<file path="src/rtl/params_pkg.sv">
`default_nettype none
// +------------------------------------------------------------------+
// | params_pkg : shared types and constants for the MEM-stage LSU    |
// | rev 1.0                                                          |
// +------------------------------------------------------------------+
package params_pkg;

  typedef enum logic [1:0] {
    IDLE = 2'd0,
    WAIT = 2'd1,
    RESP = 2'd2
  } lsu_state_e;

  localparam logic [2:0] LB  = 3'b000;
  localparam logic [2:0] LH  = 3'b001;
  localparam logic [2:0] LW  = 3'b010;
  localparam logic [2:0] LBU = 3'b100;
  localparam logic [2:0] LHU = 3'b101;
  localparam logic [2:0] SB  = 3'b000;
  localparam logic [2:0] SH  = 3'b001;
  localparam logic [2:0] SW  = 3'b010;

  localparam logic [3:0] MISALIGNED_LOAD  = 4'd4;
  localparam logic [3:0] MISALIGNED_STORE = 4'd6;

endpackage
`default_nettype wire

</file>
<file path="src/rtl/mem_lsu_if.sv">
`default_nettype none
// +------------------------------------------------------------------+
// | mem_lsu_if : single-command start/busy/done memory port          |
// | rev 1.0                                                          |
// +------------------------------------------------------------------+
interface mem_lsu_if #(
  parameter int ADDR_WIDTH = 32
);
  logic                  cmd_start;
  logic                  cmd_we;
  logic [ADDR_WIDTH-1:0] cmd_addr;
  logic [31:0]           cmd_wdata;
  logic [3:0]            cmd_sel;
  logic [31:0]           cmd_rdata;
  logic                  cmd_busy;
  logic                  cmd_done;

  modport master (
    output cmd_start, cmd_we, cmd_addr, cmd_wdata, cmd_sel,
    input  cmd_rdata, cmd_busy, cmd_done
  );

  modport slave (
    input  cmd_start, cmd_we, cmd_addr, cmd_wdata, cmd_sel,
    output cmd_rdata, cmd_busy, cmd_done
  );
endinterface
`default_nettype wire

</file>
<file path="src/rtl/lsu_align.sv">
`default_nettype none
// +------------------------------------------------------------------+
// | lsu_align : byte-lane select, store replication, alignment check |
// | and load extraction/extension (combinational)   rev 1.0          |
// +------------------------------------------------------------------+
module lsu_align
  import params_pkg::*;
(
  input  logic [2:0]  funct3,
  input  logic [1:0]  addr_lo,
  input  logic [31:0] rs2,
  output logic [3:0]  sel,
  output logic [31:0] lane_wdata,
  output logic        misaligned,
  input  logic [2:0]  ld_funct3,
  input  logic [1:0]  ld_addr_lo,
  input  logic [31:0] rdata,
  output logic [31:0] ld_data
);

  logic [7:0]  ld_byte;
  logic [15:0] ld_half;

  // Store funct3 encodings coincide with the load ones, so one decode serves both.
  always_comb begin
    sel        = 4'b0000;
    lane_wdata = 32'h0;
    misaligned = 1'b0;
    case (funct3)
      LB, LBU: begin
        sel        = 4'b0001 << addr_lo;
        lane_wdata = {4{rs2[7:0]}};
      end
      LH, LHU: begin
        sel        = 4'b0011 << addr_lo;
        lane_wdata = {2{rs2[15:0]}};
        misaligned = addr_lo[0];
      end
      LW: begin
        sel        = 4'b1111;
        lane_wdata = rs2;
        misaligned = |addr_lo;
      end
      default: ;
    endcase
  end

  always_comb begin
    ld_data = rdata;
    ld_byte = rdata[{ld_addr_lo, 3'b000} +: 8];
    ld_half = ld_addr_lo[1] ? rdata[31:16] : rdata[15:0];
    case (ld_funct3)
      LB:      ld_data = {{24{ld_byte[7]}}, ld_byte};
      LH:      ld_data = {{16{ld_half[15]}}, ld_half};
      LBU:     ld_data = {24'h0, ld_byte};
      LHU:     ld_data = {16'h0, ld_half};
      default: ;
    endcase
  end

endmodule
`default_nettype wire

</file>
<file path="src/rtl/mem_lsu.sv">
`default_nettype none
// +------------------------------------------------------------------+
// | mem_lsu : MEM-stage load/store unit, one bus command per access  |
// | rev 1.0                                                          |
// +------------------------------------------------------------------+
module mem_lsu
  import params_pkg::*;
#(
  parameter int ADDR_WIDTH = 32,
  parameter int DATA_WIDTH = 32
) (
  input  logic              clk_i,
  input  logic              rst_i,
  input  logic              mem_valid_i,
  input  logic              mem_load_i,
  input  logic              mem_store_i,
  input  logic [2:0]        mem_funct3_i,
  input  logic [31:0]       mem_addr_i,
  input  logic [31:0]       mem_wdata_i,
  input  logic              mem_kill_i,
  mem_lsu_if.master         cmd,
  output logic              lsu_stall_o,
  output logic [31:0]       load_rdata_o,
  output logic [3:0]        load_rmask_o,
  output logic [3:0]        store_wmask_o,
  output logic [31:0]       store_wdata_o,
  output logic              misaligned_load_o,
  output logic              misaligned_store_o
);

  generate
    if (DATA_WIDTH != 32) begin : g_width_check
      $error("mem_lsu supports DATA_WIDTH = 32 only");
    end
  endgenerate

  lsu_state_e            state, state_nx;
  logic                  request, mis, start, stall, capture, discard, killed;
  logic [3:0]            sel, sel_q;
  logic [31:0]           lane_wdata, ld_data, wdata_now, wdata_q, load_q;
  logic [ADDR_WIDTH-1:0] addr_now, addr_q;
  logic                  we_q;
  logic [2:0]            funct3_q;
  logic [1:0]            addr_lo_q;

  assign request   = mem_valid_i & (mem_load_i | mem_store_i);
  assign addr_now  = {mem_addr_i[ADDR_WIDTH-1:2], 2'b00};
  assign wdata_now = mem_store_i ? lane_wdata : 32'h0;
  assign discard   = killed | mem_kill_i;

  lsu_align u_align (
    .funct3     (mem_funct3_i),
    .addr_lo    (mem_addr_i[1:0]),
    .rs2        (mem_wdata_i),
    .sel        (sel),
    .lane_wdata (lane_wdata),
    .misaligned (mis),
    .ld_funct3  (funct3_q),
    .ld_addr_lo (addr_lo_q),
    .rdata      (cmd.cmd_rdata),
    .ld_data    (ld_data)
  );

  always_comb begin
    state_nx = state;
    start    = 1'b0;
    stall    = 1'b0;
    capture  = 1'b0;
    case (state)
      IDLE: begin
        if (request && !mis && !mem_kill_i) begin
          stall = 1'b1;
          if (!cmd.cmd_busy) begin
            start    = 1'b1;
            state_nx = WAIT;
          end
        end
      end
      WAIT: begin
        stall = 1'b1;
        if (cmd.cmd_done) begin
          capture  = !discard;
          state_nx = discard ? IDLE : RESP;
        end
      end
      RESP:    state_nx = IDLE;
      default: state_nx = IDLE;
    endcase
  end

  always_ff @(posedge clk_i) begin
    if (rst_i) begin
      state     <= IDLE;
      killed    <= 1'b0;
      load_q    <= '0;
      we_q      <= 1'b0;
      addr_q    <= '0;
      wdata_q   <= '0;
      sel_q     <= '0;
      funct3_q  <= '0;
      addr_lo_q <= '0;
    end else begin
      state  <= state_nx;
      // A kill seen while the command is in flight is remembered until done.
      killed <= (state == WAIT) && !cmd.cmd_done && discard;
      load_q <= capture ? ld_data : 32'h0;
      if (start) begin
        we_q      <= mem_store_i;
        addr_q    <= addr_now;
        wdata_q   <= wdata_now;
        sel_q     <= sel;
        funct3_q  <= mem_funct3_i;
        addr_lo_q <= mem_addr_i[1:0];
      end
    end
  end

  assign cmd.cmd_start = start;
  assign cmd.cmd_we    = start ? mem_store_i : we_q;
  assign cmd.cmd_addr  = start ? addr_now    : addr_q;
  assign cmd.cmd_wdata = start ? wdata_now   : wdata_q;
  assign cmd.cmd_sel   = start ? sel         : sel_q;

  assign lsu_stall_o        = stall;
  assign load_rdata_o       = load_q;
  assign store_wdata_o      = cmd.cmd_wdata;
  assign load_rmask_o       = (request && mem_load_i && !mis && !mem_kill_i) ? sel : 4'b0000;
  assign store_wmask_o      = (request && mem_store_i && !mis && !mem_kill_i) ? sel : 4'b0000;
  assign misaligned_load_o  = request & mem_load_i & mis;
  assign misaligned_store_o = request & mem_store_i & mis;

endmodule
`default_nettype wire
</file>
<file path="src/flat_wrapper.sv">
// flat-port wrapper written by rule: the top's interface ports become plain ports
module mem_lsu_flat import params_pkg::*;
#(
  parameter int ADDR_WIDTH = 32,
  parameter int DATA_WIDTH = 32
)
  (clk_i, rst_i, mem_valid_i, mem_load_i, mem_store_i, mem_funct3_i, mem_addr_i, mem_wdata_i, mem_kill_i, lsu_stall_o, load_rdata_o, load_rmask_o, store_wmask_o, store_wdata_o, misaligned_load_o, misaligned_store_o, cmd_cmd_start, cmd_cmd_we, cmd_cmd_addr, cmd_cmd_wdata, cmd_cmd_sel, cmd_cmd_rdata, cmd_cmd_busy, cmd_cmd_done);
  mem_lsu_if #(.ADDR_WIDTH(ADDR_WIDTH)) cmd_i ();
  input  logic clk_i;
  input  logic rst_i;
  input  logic mem_valid_i;
  input  logic mem_load_i;
  input  logic mem_store_i;
  input  logic [2:0] mem_funct3_i;
  input  logic [31:0] mem_addr_i;
  input  logic [31:0] mem_wdata_i;
  input  logic mem_kill_i;
  output logic lsu_stall_o;
  output logic [31:0] load_rdata_o;
  output logic [3:0] load_rmask_o;
  output logic [3:0] store_wmask_o;
  output logic [31:0] store_wdata_o;
  output logic misaligned_load_o;
  output logic misaligned_store_o;
  output wire logic [$bits(cmd_i.cmd_start)-1:0] cmd_cmd_start;
  output wire logic [$bits(cmd_i.cmd_we)-1:0] cmd_cmd_we;
  output wire logic [$bits(cmd_i.cmd_addr)-1:0] cmd_cmd_addr;
  output wire logic [$bits(cmd_i.cmd_wdata)-1:0] cmd_cmd_wdata;
  output wire logic [$bits(cmd_i.cmd_sel)-1:0] cmd_cmd_sel;
  input wire logic [$bits(cmd_i.cmd_rdata)-1:0] cmd_cmd_rdata;
  input wire logic [$bits(cmd_i.cmd_busy)-1:0] cmd_cmd_busy;
  input wire logic [$bits(cmd_i.cmd_done)-1:0] cmd_cmd_done;
  assign cmd_cmd_start = cmd_i.cmd_start;
  assign cmd_cmd_we = cmd_i.cmd_we;
  assign cmd_cmd_addr = cmd_i.cmd_addr;
  assign cmd_cmd_wdata = cmd_i.cmd_wdata;
  assign cmd_cmd_sel = cmd_i.cmd_sel;
  assign cmd_i.cmd_rdata = cmd_cmd_rdata;
  assign cmd_i.cmd_busy = cmd_cmd_busy;
  assign cmd_i.cmd_done = cmd_cmd_done;
  mem_lsu #(.ADDR_WIDTH(ADDR_WIDTH), .DATA_WIDTH(DATA_WIDTH)) u_core (.clk_i(clk_i), .rst_i(rst_i), .mem_valid_i(mem_valid_i), .mem_load_i(mem_load_i), .mem_store_i(mem_store_i), .mem_funct3_i(mem_funct3_i), .mem_addr_i(mem_addr_i), .mem_wdata_i(mem_wdata_i), .mem_kill_i(mem_kill_i), .cmd(cmd_i), .lsu_stall_o(lsu_stall_o), .load_rdata_o(load_rdata_o), .load_rmask_o(load_rmask_o), .store_wmask_o(store_wmask_o), .store_wdata_o(store_wdata_o), .misaligned_load_o(misaligned_load_o), .misaligned_store_o(misaligned_store_o));
endmodule
</file>
<file path="config.mk">
export PLATFORM = sky130hd
export DESIGN_NAME = mem_lsu_flat
export DESIGN_NICKNAME = d
export VERILOG_FILES = /design/src/rtl/params_pkg.sv /design/src/rtl/mem_lsu_if.sv /design/src/rtl/lsu_align.sv /design/src/rtl/mem_lsu.sv /design/src/flat_wrapper.sv
export SDC_FILE = /design/constraint.sdc
export NUM_CORES = 1
export LEC_CHECK = 0
export ABC_CLOCK_PERIOD_IN_PS = 2200
export CORE_MARGIN = 1.5
export CORE_UTILIZATION = 23
export CTS_BUF_LIST = sky130_fd_sc_hd__clkbuf_4 sky130_fd_sc_hd__clkbuf_8 sky130_fd_sc_hd__clkbuf_16
export CTS_CLUSTER_DIAMETER = 40
export DETAILED_ROUTE_END_ITERATION = 12
export HOLD_SLACK_MARGIN = 0.05
export SETUP_SLACK_MARGIN = 0.1
export SLEW_MARGIN = 40
export SYNTH_ARGS = -nofsm -noshare
export SYNTH_HDL_FRONTEND = slang
export SYNTH_SLANG_ARGS = --single-unit
</file>
<file path="constraint.sdc">
create_clock -name clk_i -period 2.2 [get_ports clk_i]
set_input_delay 0.44 -clock clk_i [delete_from_list [all_inputs] [get_ports clk_i]]
set_output_delay 0.44 -clock clk_i [all_outputs]
set_load 0.03 [all_outputs]
</file>
# After elaboration in Yosys (flattened, before gate mapping)
# Index checks and enable logic that the tools add are counted.
# totals
register_bits	109
input_bits	107
elab_cells	77
# classes
eq_ne	11
shifts	3
n_mux	24
bitwise_logic	8
n_reduce_logical	22
# ops
op	count
$pmux W32 S4	1
$mux W32	3
$pmux W32 S3	1
$shiftx A32 B6 Y8	1
$mux W16	1
$eq A3 B3 Y1 const B	4
$mux W4	3
$pmux W4 S3	1
$logic_and A1 B1 Y1	10
$mux W2	4
$reduce_or A2 Y1	4
$mux W1	7
$eq A3 B1 Y1 const B	2
$logic_not A3 Y1	2
$and A1 B1 Y1	5
$logic_not A1 Y1	4
$ne A2 B2 Y1 const B	2
$pmux W1 S2	2
$pmux W2 S2	1
$shl A1 B2 Y4 const A	1
$shl A2 B2 Y4 const A	1
$eq A3 B2 Y1 const B	1
$reduce_and A3 Y1	1
$eq A2 B1 Y1 const B	1
4 further kinds	5

# Logic depth before layout (Yosys ltp)
# Gate-level depths: netlist of run 1.
# depth
ltp_word	9
ltp_mapped	8
ltp_nobuf	5

# By module
# From an unflattened synthesis of run 1, not the netlist that was laid out.
# unflattened
cells_unflattened	760
hier_area_um2	6897.9
# modules_own_cells
mod	instances	cells_each	area_per_inst_um2
mem_lsu	1	545	5412.7
lsu_align	1	215	1485.2

# Least setup slack after synthesis of run 1
# Ideal clock, no wire load.
# synth_path
path_type	input-to-output
start	in mem_funct3_i[0]
end	out store_wdata_o[31]
arrival_ns	2.071
t_required_ns	1.760
path_slack_ns	-0.311
path_stages	8
n_path_buf	4
path_cell_list	buf_2 > or3b_4 > o21a_1 > buf_2 > buf_2 > nand4_1 > nand2_1 > buf_4
# synth_between
elab_chain_len	9
# synth_rtl
item	line	source
from (decl)	flat_wrapper.sv:14	input logic [2:0] mem_funct3_i;
$eq A3 B1 Y1 / $eq A3 B3 Y1 (equally long branches)	lsu_align.sv:29	case (funct3)
$reduce_or A2 Y1	lsu_align.sv:29	
$pmux W1 S2	lsu_align.sv:29	
$logic_not A1 Y1	mem_lsu.sv:71	if (request && !mis && !mem_kill_i) begin
$logic_and A1 B1 Y1 (2 in series)	mem_lsu.sv:71	
$mux W1	mem_lsu.sv:71	
$mux W1	mem_lsu.sv:69	case (state)
$mux W32 (*)	mem_lsu.sv:121	assign cmd.cmd_wdata = start ? wdata_now : wdata_q;
to (decl)	flat_wrapper.sv:22	output logic [31:0] store_wdata_o;
# Mark *: on every way between the ends. The rest lies on a longest branch, timed or not.

# Final worst setup path of run 1
# layout_path
start	reg u_core.state[1]
end	out cmd_cmd_addr[31]
# layout_between
elab_chain_len	3
# layout_rtl
item	line	source
from (decl)	mem_lsu.sv:37	lsu_state_e state, state_nx;
from (signal assigned)	mem_lsu.sv:103	state <= state_nx;
$logic_not A2 Y1	mem_lsu.sv:69	
$mux W1	mem_lsu.sv:69	
$mux W32	mem_lsu.sv:120	assign cmd.cmd_addr = start ? addr_now : addr_q;
to (decl)	flat_wrapper.sv:27	output wire logic [$bits(cmd_i.cmd_addr)-1:0] cmd_cmd_addr;
# Every way passes these cells.

==> results of run 1 <==
[how the worst max path moves through the flow]
stage,endpoint,depth (start not counted)
finish,cmd_cmd_addr[31],7
global route,store_wdata_o[31],6
CTS,cmd_cmd_addr[26],6
detailed placement,store_wdata_o[27],9
global placement,store_wdata_o[23],9
floorplan,store_wdata_o[16],7
[registers in the layout, summed over array words and instances (netlist names)]
register / flops
u_core.addr_q: 32
u_core.load_rdata_o: 32
u_core.wdata_q: 32
u_core.sel_q: 4
u_core.funct3_q: 3
u_core.addr_lo_q: 2
u_core.state: 2
u_core.killed: 1
u_core.we_q: 1
[power groups by stage]
| stage | clock [mW] | combinational [mW] | sequential (mW) |
|---|---|---|---|
| CTS | 1.87 | 1.26 | 2.02 |
| global placement | 0 | 1.07 | 2.06 |
| global route | 1.95 | 1.36 | 2.02 |
| detailed placement | 0 | 1.06 | 2.06 |
| floorplan | 0 | 0.587 | 2.06 |
| finish | 1.81 | 1.29 | 2.02 |
[cell usage after synthesis, types with 3 or more instances]
library cell                number
sky130_fd_sc_hd__nand2_1       111
sky130_fd_sc_hd__dfxtp_1       109
sky130_fd_sc_hd__a21oi_1        91
sky130_fd_sc_hd__o21ai_0        60
sky130_fd_sc_hd__nand3_1        48
sky130_fd_sc_hd__nor2_1         35
sky130_fd_sc_hd__buf_4          32
sky130_fd_sc_hd__clkbuf_1       29
sky130_fd_sc_hd__nand4_1        23
sky130_fd_sc_hd__buf_2          15
sky130_fd_sc_hd__o2bb2ai_1      14
sky130_fd_sc_hd__mux2i_1        11
sky130_fd_sc_hd__o21ai_2        10
sky130_fd_sc_hd__buf_6           9
sky130_fd_sc_hd__inv_1           9
sky130_fd_sc_hd__a221oi_1        8
sky130_fd_sc_hd__a22o_1          7
sky130_fd_sc_hd__a32oi_1         7
sky130_fd_sc_hd__o221a_2         7
sky130_fd_sc_hd__clkbuf_2        6
sky130_fd_sc_hd__o21ai_1         5
sky130_fd_sc_hd__and3_1          4
sky130_fd_sc_hd__nor3_1          4
sky130_fd_sc_hd__nand3b_1        3
sky130_fd_sc_hd__o221a_1         3
sky130_fd_sc_hd__o22a_1          3
[cell type report]
type                       instances  share of cell area [%]
tap                              319                    3.64
multi-input combinational        485                    35.2
clock inverter                     3                   0.628
clock buffer                      11                    2.31
inverter                          12                   0.457
sequential                       109                    19.9
timing repair buffer             398                    37.8
antenna                            1                  0.0228
[layout by cell type, fill, tap and decap left out, types with 12 or more instances in the layout]
cell type | synthesis | layout
sky130_fd_sc_hd__o2bb2ai_1 | 14 | 14
sky130_fd_sc_hd__buf_6 | 9 | 96
sky130_fd_sc_hd__o21ai_4 | 1 | 29
sky130_fd_sc_hd__buf_12 | 0 | 20
sky130_fd_sc_hd__o21ai_0 | 60 | 12
sky130_fd_sc_hd__dfxtp_1 | 109 | 108
sky130_fd_sc_hd__nand4_1 | 23 | 23
sky130_fd_sc_hd__a21oi_1 | 91 | 88
sky130_fd_sc_hd__nand3_1 | 48 | 25
sky130_fd_sc_hd__nor2_1 | 35 | 23
sky130_fd_sc_hd__clkdlybuf4s50_1 | 0 | 129
sky130_fd_sc_hd__nand2_1 | 111 | 48
sky130_fd_sc_hd__nand2_2 | 0 | 23
sky130_fd_sc_hd__nand3_2 | 1 | 13
sky130_fd_sc_hd__o21ai_2 | 10 | 32
sky130_fd_sc_hd__nand2_4 | 1 | 40
sky130_fd_sc_hd__buf_4 | 32 | 134
[critical path: stages, from the launching register on]
cell	delay, ns
sky130_fd_sc_hd__dfxtp_2	0.33
sky130_fd_sc_hd__or3_4	0.41
sky130_fd_sc_hd__or3_4	0.49
sky130_fd_sc_hd__buf_12	0.20
sky130_fd_sc_hd__buf_6	0.11
sky130_fd_sc_hd__o21ai_4	0.12
sky130_fd_sc_hd__nand2_2	0.07
sky130_fd_sc_hd__buf_6	0.13
[per-layer routing]
| layer | share of wire, % | vias to the layer above | wire [um] | global-route usage, % |
|---|---|---|---|---|
| li1 | - | 3106 | - | - |
| met5 | 0 | - | 0 | 0 |
| met2 | 47 | 163 | 10600 | 28.7 |
| met1 | 47 | 2944 | 10700 | 23.9 |
| met4 | 2.3 | 0 | 532 | 6.29 |
| met3 | 4.0 | 27 | 911 | 2.93 |
[logic make-up after synthesis]
logic type      count (synthesis)  share of synthesized area, %
simple gates                  248                          21.6
compound gates                224                          25.5
buf+inv                       104                          11.1
mux                            12                          2.21
flops                         109                          39.7
[per-stage QoR]
step / power (mW) / utilization [%] / instance area (um^2) / setup WS (ns)
3_5_place_dp: 3.13 / 39.6 / 9300 / -0.777
3_3_place_gp: 3.13 / 39.6 / 9300 / -0.732
5_1_grt: 5.33 / 46.7 / 11000 / -0.541
4_1_cts: 5.15 / 45.8 / 10700 / -0.508
6_report: 5.12 / 46.7 / 11000 / -0.463
2_1_floorplan: 2.65 / - / 6500 / -0.121
[what timing repair did]
action | in CTS | in global routing
buffers inserted | 25 | 11
gates cloned | 10 | 2
setup endpoints to repair | 148 | 113
resized for setup | 207 | 22
pin swaps | 23 | 22
==> results.md, run 1 <==
* Die outline area at 24,800 um^2
* Sequential cell area at 2180 um^2
* Clock network latency to the later pin of the worst-skew pair at 0.35 ns
* Mean Syn Cell Area at 7.89 um^2
* Number of flops mapped to enable cells by yosys at 0
* Aggregate global-route resource usage at 17.8%
* Internal cell power at 3.68 mW
* Ratio of final minimum period to clock period at 121%
* Number of cells on the worst hold path at 2
* Buffers from clock root to sink, at most at 2
* Dpl cells at 1,277
* Number of levels in the clock H-tree at 3
* Number of top-level design ports at 252
* DRT iter0 DRCs at 313
* Die Y at 158 um
* Net count after synthesis at 804
* CTS sink count at 109
* Path depth of the worst reg2reg path at 9
* Category of the worst setup path capture point: primary output
* Post-route DRC violation count at 0
* Post-synth top flop: sky130_fd_sc_hd__dfxtp_1
* Initial Util at 23.4%
* Routed wire length at 22,700 um
* Share of cells above drive strength 1 at 46.2%
* Startpoint types: flip-flop
* Clock-pin slew on the worst setup and hold paths at 0.07 ns
* TritonCTS clock tree: yes
* Combined area of the multi-input logic cells at 3860 um^2
* Total negative slack for setup checks at -42.07 ns
* Fillcell total at 2,198
* Net count, final at 1,122
* Iteration count of the initial detailed-routing pass at 5
* Cts bufs inserted at 9
* Number of standard-cell rows in the floorplan at 56
* DIE WIDTH at 158 um
* Root Buffer: sky130_fd_sc_hd__clkbuf_16
* Total half-perimeter wirelength after legalization and detailed placement at 15,300 um
* Vias after detailed routing at 6,240
* Final Slew Violations at 0
* Sequential group share of total power at 39.5%
* Highest achievable clock rate at 0.375 GHz
* Count of max-cap constraint violations at 0
* Violations in the final reports: negative setup slack
* Post-synthesis sequential element count at 109
* RR Endpoint: u_core.wdata_q[19]$_SDFF_PP0_
* Area Growth Syn to Fin at 99.4%
* Worst endpoint data arrival time at 2.22 ns
* Core Area at 23,500 um^2
* Number of instances in the synthesized netlist at 697
* Req. time, crit path at 1.76 ns
* Synthesis warning total at 0
* Final setup violation count at 112
* Start point of the critical path: u_core.state[1]$_SDFFE_PP0P_
* Hold path startpoint: u_core.addr_q[17]$_SDFF_PP0_
* Minimum period implied by the final worst setup slack at 2.66 ns
* Final worst slack at -0.463 ns
* Power per standard cell area at 467 nW/um^2
* Hold_buf cts at 0
* Comb power frac at 25.2%
* Area contributors post-synth: sky130_fd_sc_hd__dfxtp_1, sky130_fd_sc_hd__a21oi_1, sky130_fd_sc_hd__nand2_1
* Endpoint, Worst Hold: u_core.addr_q[17]$_SDFF_PP0_
* Tightest hold margin at 0.476 ns
* Top-area cell type share of the netlist area at 39.7%
* Part of the power in the clock network at 35.3%
* Drt via density at 4.66
* Sw Ratio at 28.1%
* Outcome: complete, but fails checks
* Yosys top cell by area: sky130_fd_sc_hd__dfxtp_1
* Actual transition at the worst max-transition pin at 0.671 ns
* Worst slew margin relative to its limit at 55.2%
* Avg WL per Cell at 17.0 um
* Clock Skew at 0.00735 ns
* Total congestion overflow after global routing at 0
* Finished Layout Cells at 1,338
* Fraction of registers with async set/reset at 0%
* Antenna violations before repair at 1
* Number of nets still failing antenna checks after routing at 0
* Number of different library cells in the post-synthesis netlist at 53
* Input/output buffers at 251
* Largest driver fanout on the critical path at 7
* R2R Path Start: u_core.state[1]$_SDFFE_PP0P_
* Class of the tightest hold or removal check: flip-flop to flip-flop
* Share of the yosys chip area belonging to registers at 39.7%
* Worst setup path category: flip-flop to primary output
* Mapped Area at 5500 um^2
* Switching component of the power at 1.44 mW
* Number of global-route vias before repair at 6,133
* Worst-case vdd ir drop at 274 uV
* Worst-case register-to-register setup slack at 0.17 ns
* Routability congestion estimate at 0.825
* Unrepaired setup endpoints after global routing: true
* Wire length of the first global-routing pass at 34,300 um
* Number of hold violations in the final report at 0
* Maximum number of pins on one net before global-route repair at 72
* Standby leakage power at 4.34 nW
Power figures use the tool's default switching activity.
==> inputs of run 2 (changes only) <==
TNS_END_PERCENT = 10   (was not set)
==> results.md, run 2 (same netlist as run 1, synthesis figures left out) <==
* Req. time, crit path at 1.76 ns (about the same)
* Worst-case vdd ir drop at 377 uV (was 274 uV)
* Final Slew Violations at 0 (unchanged)
* Standby leakage power at 4.27 nW (was 4.34 nW)
* DIE WIDTH at 158 um (unchanged)
* Most frequent standard cell in the layout excluding fill and tap cells: sky130_fd_sc_hd__clkdlybuf4s50_1 (was sky130_fd_sc_hd__buf_4)
* Start point of the critical path: cmd_cmd_busy (was u_core.state[1]$_SDFFE_PP0P_)
* Net count, final at 1,116 (was 1,122)
* CTS sink count at 109 (unchanged)
* Hold path startpoint: rst_i (was u_core.addr_q[17]$_SDFF_PP0_)
* Worst endpoint data arrival time at 2.25 ns (was 2.22 ns)
* Worst slew margin relative to its limit at 54.1% (was 55.2%)
* Wire length of the first global-routing pass at 33,800 um (was 34,300 um)
* Area Growth Syn to Fin at 95.1% (was 99.4%)
* Number of standard-cell rows in the floorplan at 56 (unchanged)
* Root Buffer: sky130_fd_sc_hd__clkbuf_16 (unchanged)
* Initial Util at 23.4% (unchanged)
* Startpoint types: primary input (was flip-flop)
* Count of buffer and inverter cells on the critical path at 7 (was 3)
* Dpl cells at 1,290 (was 1,277)
* Met3 routed wirelength at 1450 um (was 911 um)
* Pre-CTS worst setup slack at -0.656 ns (was -0.777 ns)
* Antenna violations before repair at 2 (was 1)
* Class of the tightest hold or removal check: primary input to flip-flop (was flip-flop to flip-flop)
* Core Area at 23,500 um^2 (unchanged)
* Clock-pin slew on the worst setup and hold paths at 0.07 ns (about the same)
* Unrepaired setup endpoints after global routing: true (unchanged)
* Final setup violation count at 108 (was 112)
* Violations in the final reports: negative setup slack (unchanged)
* Number of levels in the clock H-tree at 3 (unchanged)
* DRT iter0 DRCs at 339 (was 313)
* Minimum period implied by the final worst setup slack at 2.69 ns (was 2.66 ns)
* Number of top-level design ports at 252 (unchanged)
* Routability congestion estimate at 0.808 (was 0.825)
* Slowest-stage cell, CP: sky130_fd_sc_hd__or3_4 (unchanged)
* Worst setup path category: primary input to primary output (was flip-flop to primary output)
* Buffers from clock root to sink, at most at 2 (unchanged)
* Cts bufs inserted at 9 (unchanged)
* Final worst slack at -0.487 ns (was -0.463 ns)
* Vias after detailed routing at 6,289 (was 6,240)
* Finished Layout Cells at 1,335 (was 1,338)
* Top Layer Used: met4 (unchanged)
* Die outline area at 24,800 um^2 (unchanged)
* Total met2 wirelength after detailed routing at 10,900 um (was 10,600 um)
* Outcome: complete, but fails checks (unchanged)
* Highest achievable clock rate at 0.372 GHz (was 0.375 GHz)
* Most used cell, CP: sky130_fd_sc_hd__buf_6
* TritonCTS clock tree: yes (unchanged)
* Power per standard cell area at 467 nW/um^2 (about the same)
* Highest cell delay on the worst timing path at 0.40 ns (was 0.49 ns)
* Commonest cells after routing, fill and taps aside: sky130_fd_sc_hd__clkdlybuf4s50_1, sky130_fd_sc_hd__buf_4, sky130_fd_sc_hd__dfxtp_1 (was sky130_fd_sc_hd__buf_4, sky130_fd_sc_hd__clkdlybuf4s50_1, sky130_fd_sc_hd__dfxtp_1)
* Number of global-route vias before repair at 6,126 (was 6,133)
* Drt via density at 4.71 (was 4.66)
* Die Y at 158 um (unchanged)
* Total half-perimeter wirelength after legalization and detailed placement at 16,000 um (was 15,300 um)
* Largest driver fanout on the critical path at 7 (unchanged)
* Post-route DRC violation count at 0 (unchanged)
* Input/output buffers at 251 (unchanged)
* Number of nets still failing antenna checks after routing at 0 (unchanged)
* Avg WL per Cell at 16.8 um (was 17.0 um)
* Count of max-cap constraint violations at 0 (unchanged)
* Ratio of final minimum period to clock period at 122% (was 121%)
* Routed wire length at 22,500 um (was 22,700 um)
* Share of cells above drive strength 1 at 43.3% (was 46.2%)
* Clock network latency to the later pin of the worst-skew pair at 0.36 ns (was 0.35 ns)
* Maximum number of pins on one net before global-route repair at 72 (unchanged)
* Cell Chain, Critical Path: dlygate4sd2_1 -> or3_4 -> buf_6 -> nor3_4 -> buf_6 -> buf_12 -> buf_12 -> clkbuf_16 -> nand3_4 -> nand2_2 -> buf_6 (was or3_4 -> or3_4 -> buf_12 -> buf_6 -> o21ai_4 -> nand2_2 -> buf_6)
* M1 wire length at 9620 um (was 10,700 um)
* Aggregate global-route resource usage at 17.7% (was 17.8%)
* Clock Skew at 0.0104 ns (was 0.00735 ns)
* Iteration count of the initial detailed-routing pass at 4 (was 5)
* Number of hold violations in the final report at 0 (unchanged)
* Largest delay contributor family on the critical path: buffers and inverters (was simple AND/OR/NAND/NOR gates)
* R2R Path Start: u_core.state[1]$_SDFFE_PP0P_ (unchanged)
* Total congestion overflow after global routing at 0 (unchanged)
* Actual transition at the worst max-transition pin at 0.688 ns (was 0.671 ns)
* Category of the worst setup path capture point: primary output (unchanged)
## run 2: layout make-up
type / count / area [um^2]
clock inverters: 4 / 55.1
fillers: 2281 / 12700
clock buffers: 12 / 260
well taps: 319 / 399
repair buffers: 393 / 4180
multi-input cells: 484 / 3590
diodes: 2 / 5.00
flip-flops and latches: 109 / 2180
inverters: 12 / 50.0
## run 2: per-layer routing
metal,vias up,GRT usage (%)
li1,3088,-
met1,2987,22.5
met2,186,28.9
met3,28,5.23
met4,0,4.85
met5,-,0
## run 2: final timing paths
check,endpoint,slack [ns],cells after the start
min,u_core.sel_q[3]$_SDFF_PP0_,0.47,3
max,cmd_cmd_addr[14],-0.49,11
max reg2reg,u_core.addr_q[2]$_SDFF_PP0_,0.13,11
min reg2reg,u_core.addr_q[31]$_SDFF_PP0_,0.47,2
## run 2: where the power goes
group	switching [mW]	total, mW	internal [mW]
Sequential	0.0141	2.01	2.00
Clock	0.793	1.76	0.967
Combinational	0.631	1.24	0.608
Total	1.44	5.01	3.58
## run 2: tightest hold or removal path, cell delays in order
cell and delay, ns:
sky130_fd_sc_hd__buf_2 0.09, sky130_fd_sc_hd__inv_1 0.11, sky130_fd_sc_hd__o221a_1 0.14
## run 2: timing repair
action	in CTS	in global routing
pin swaps	30	53
resized for setup	150	103
hold buffers	0	0
endpoints found under the setup margin	131	121
cloned	4	1
endpoints found under the hold margin	0	0
setup buffers	14	7
## run 2: through the flow
stage / TNS [ns] / util (%) / hold slack, ns / power [mW] / instance area, um^2
floorplan: -4.08 / - / 0.444 / 2.58 / 6090
global placement: -79.19 / 39.3 / 0.464 / 3.11 / 9220
detailed placement: -82.08 / 39.3 / 0.467 / 3.11 / 9220
CTS: -48.33 / 43.6 / 0.479 / 5.01 / 10200
global route: -50.65 / 45.7 / 0.472 / 5.22 / 10700
finish: -43.14 / 45.7 / 0.470 / 5.01 / 10700
==> inputs of run 3 (changes only) <==
GPL_ROUTABILITY_DRIVEN = 1   (was not set)
==> results of run 3 <==
Final layout, timing and power as in run 2 (identical DEF).
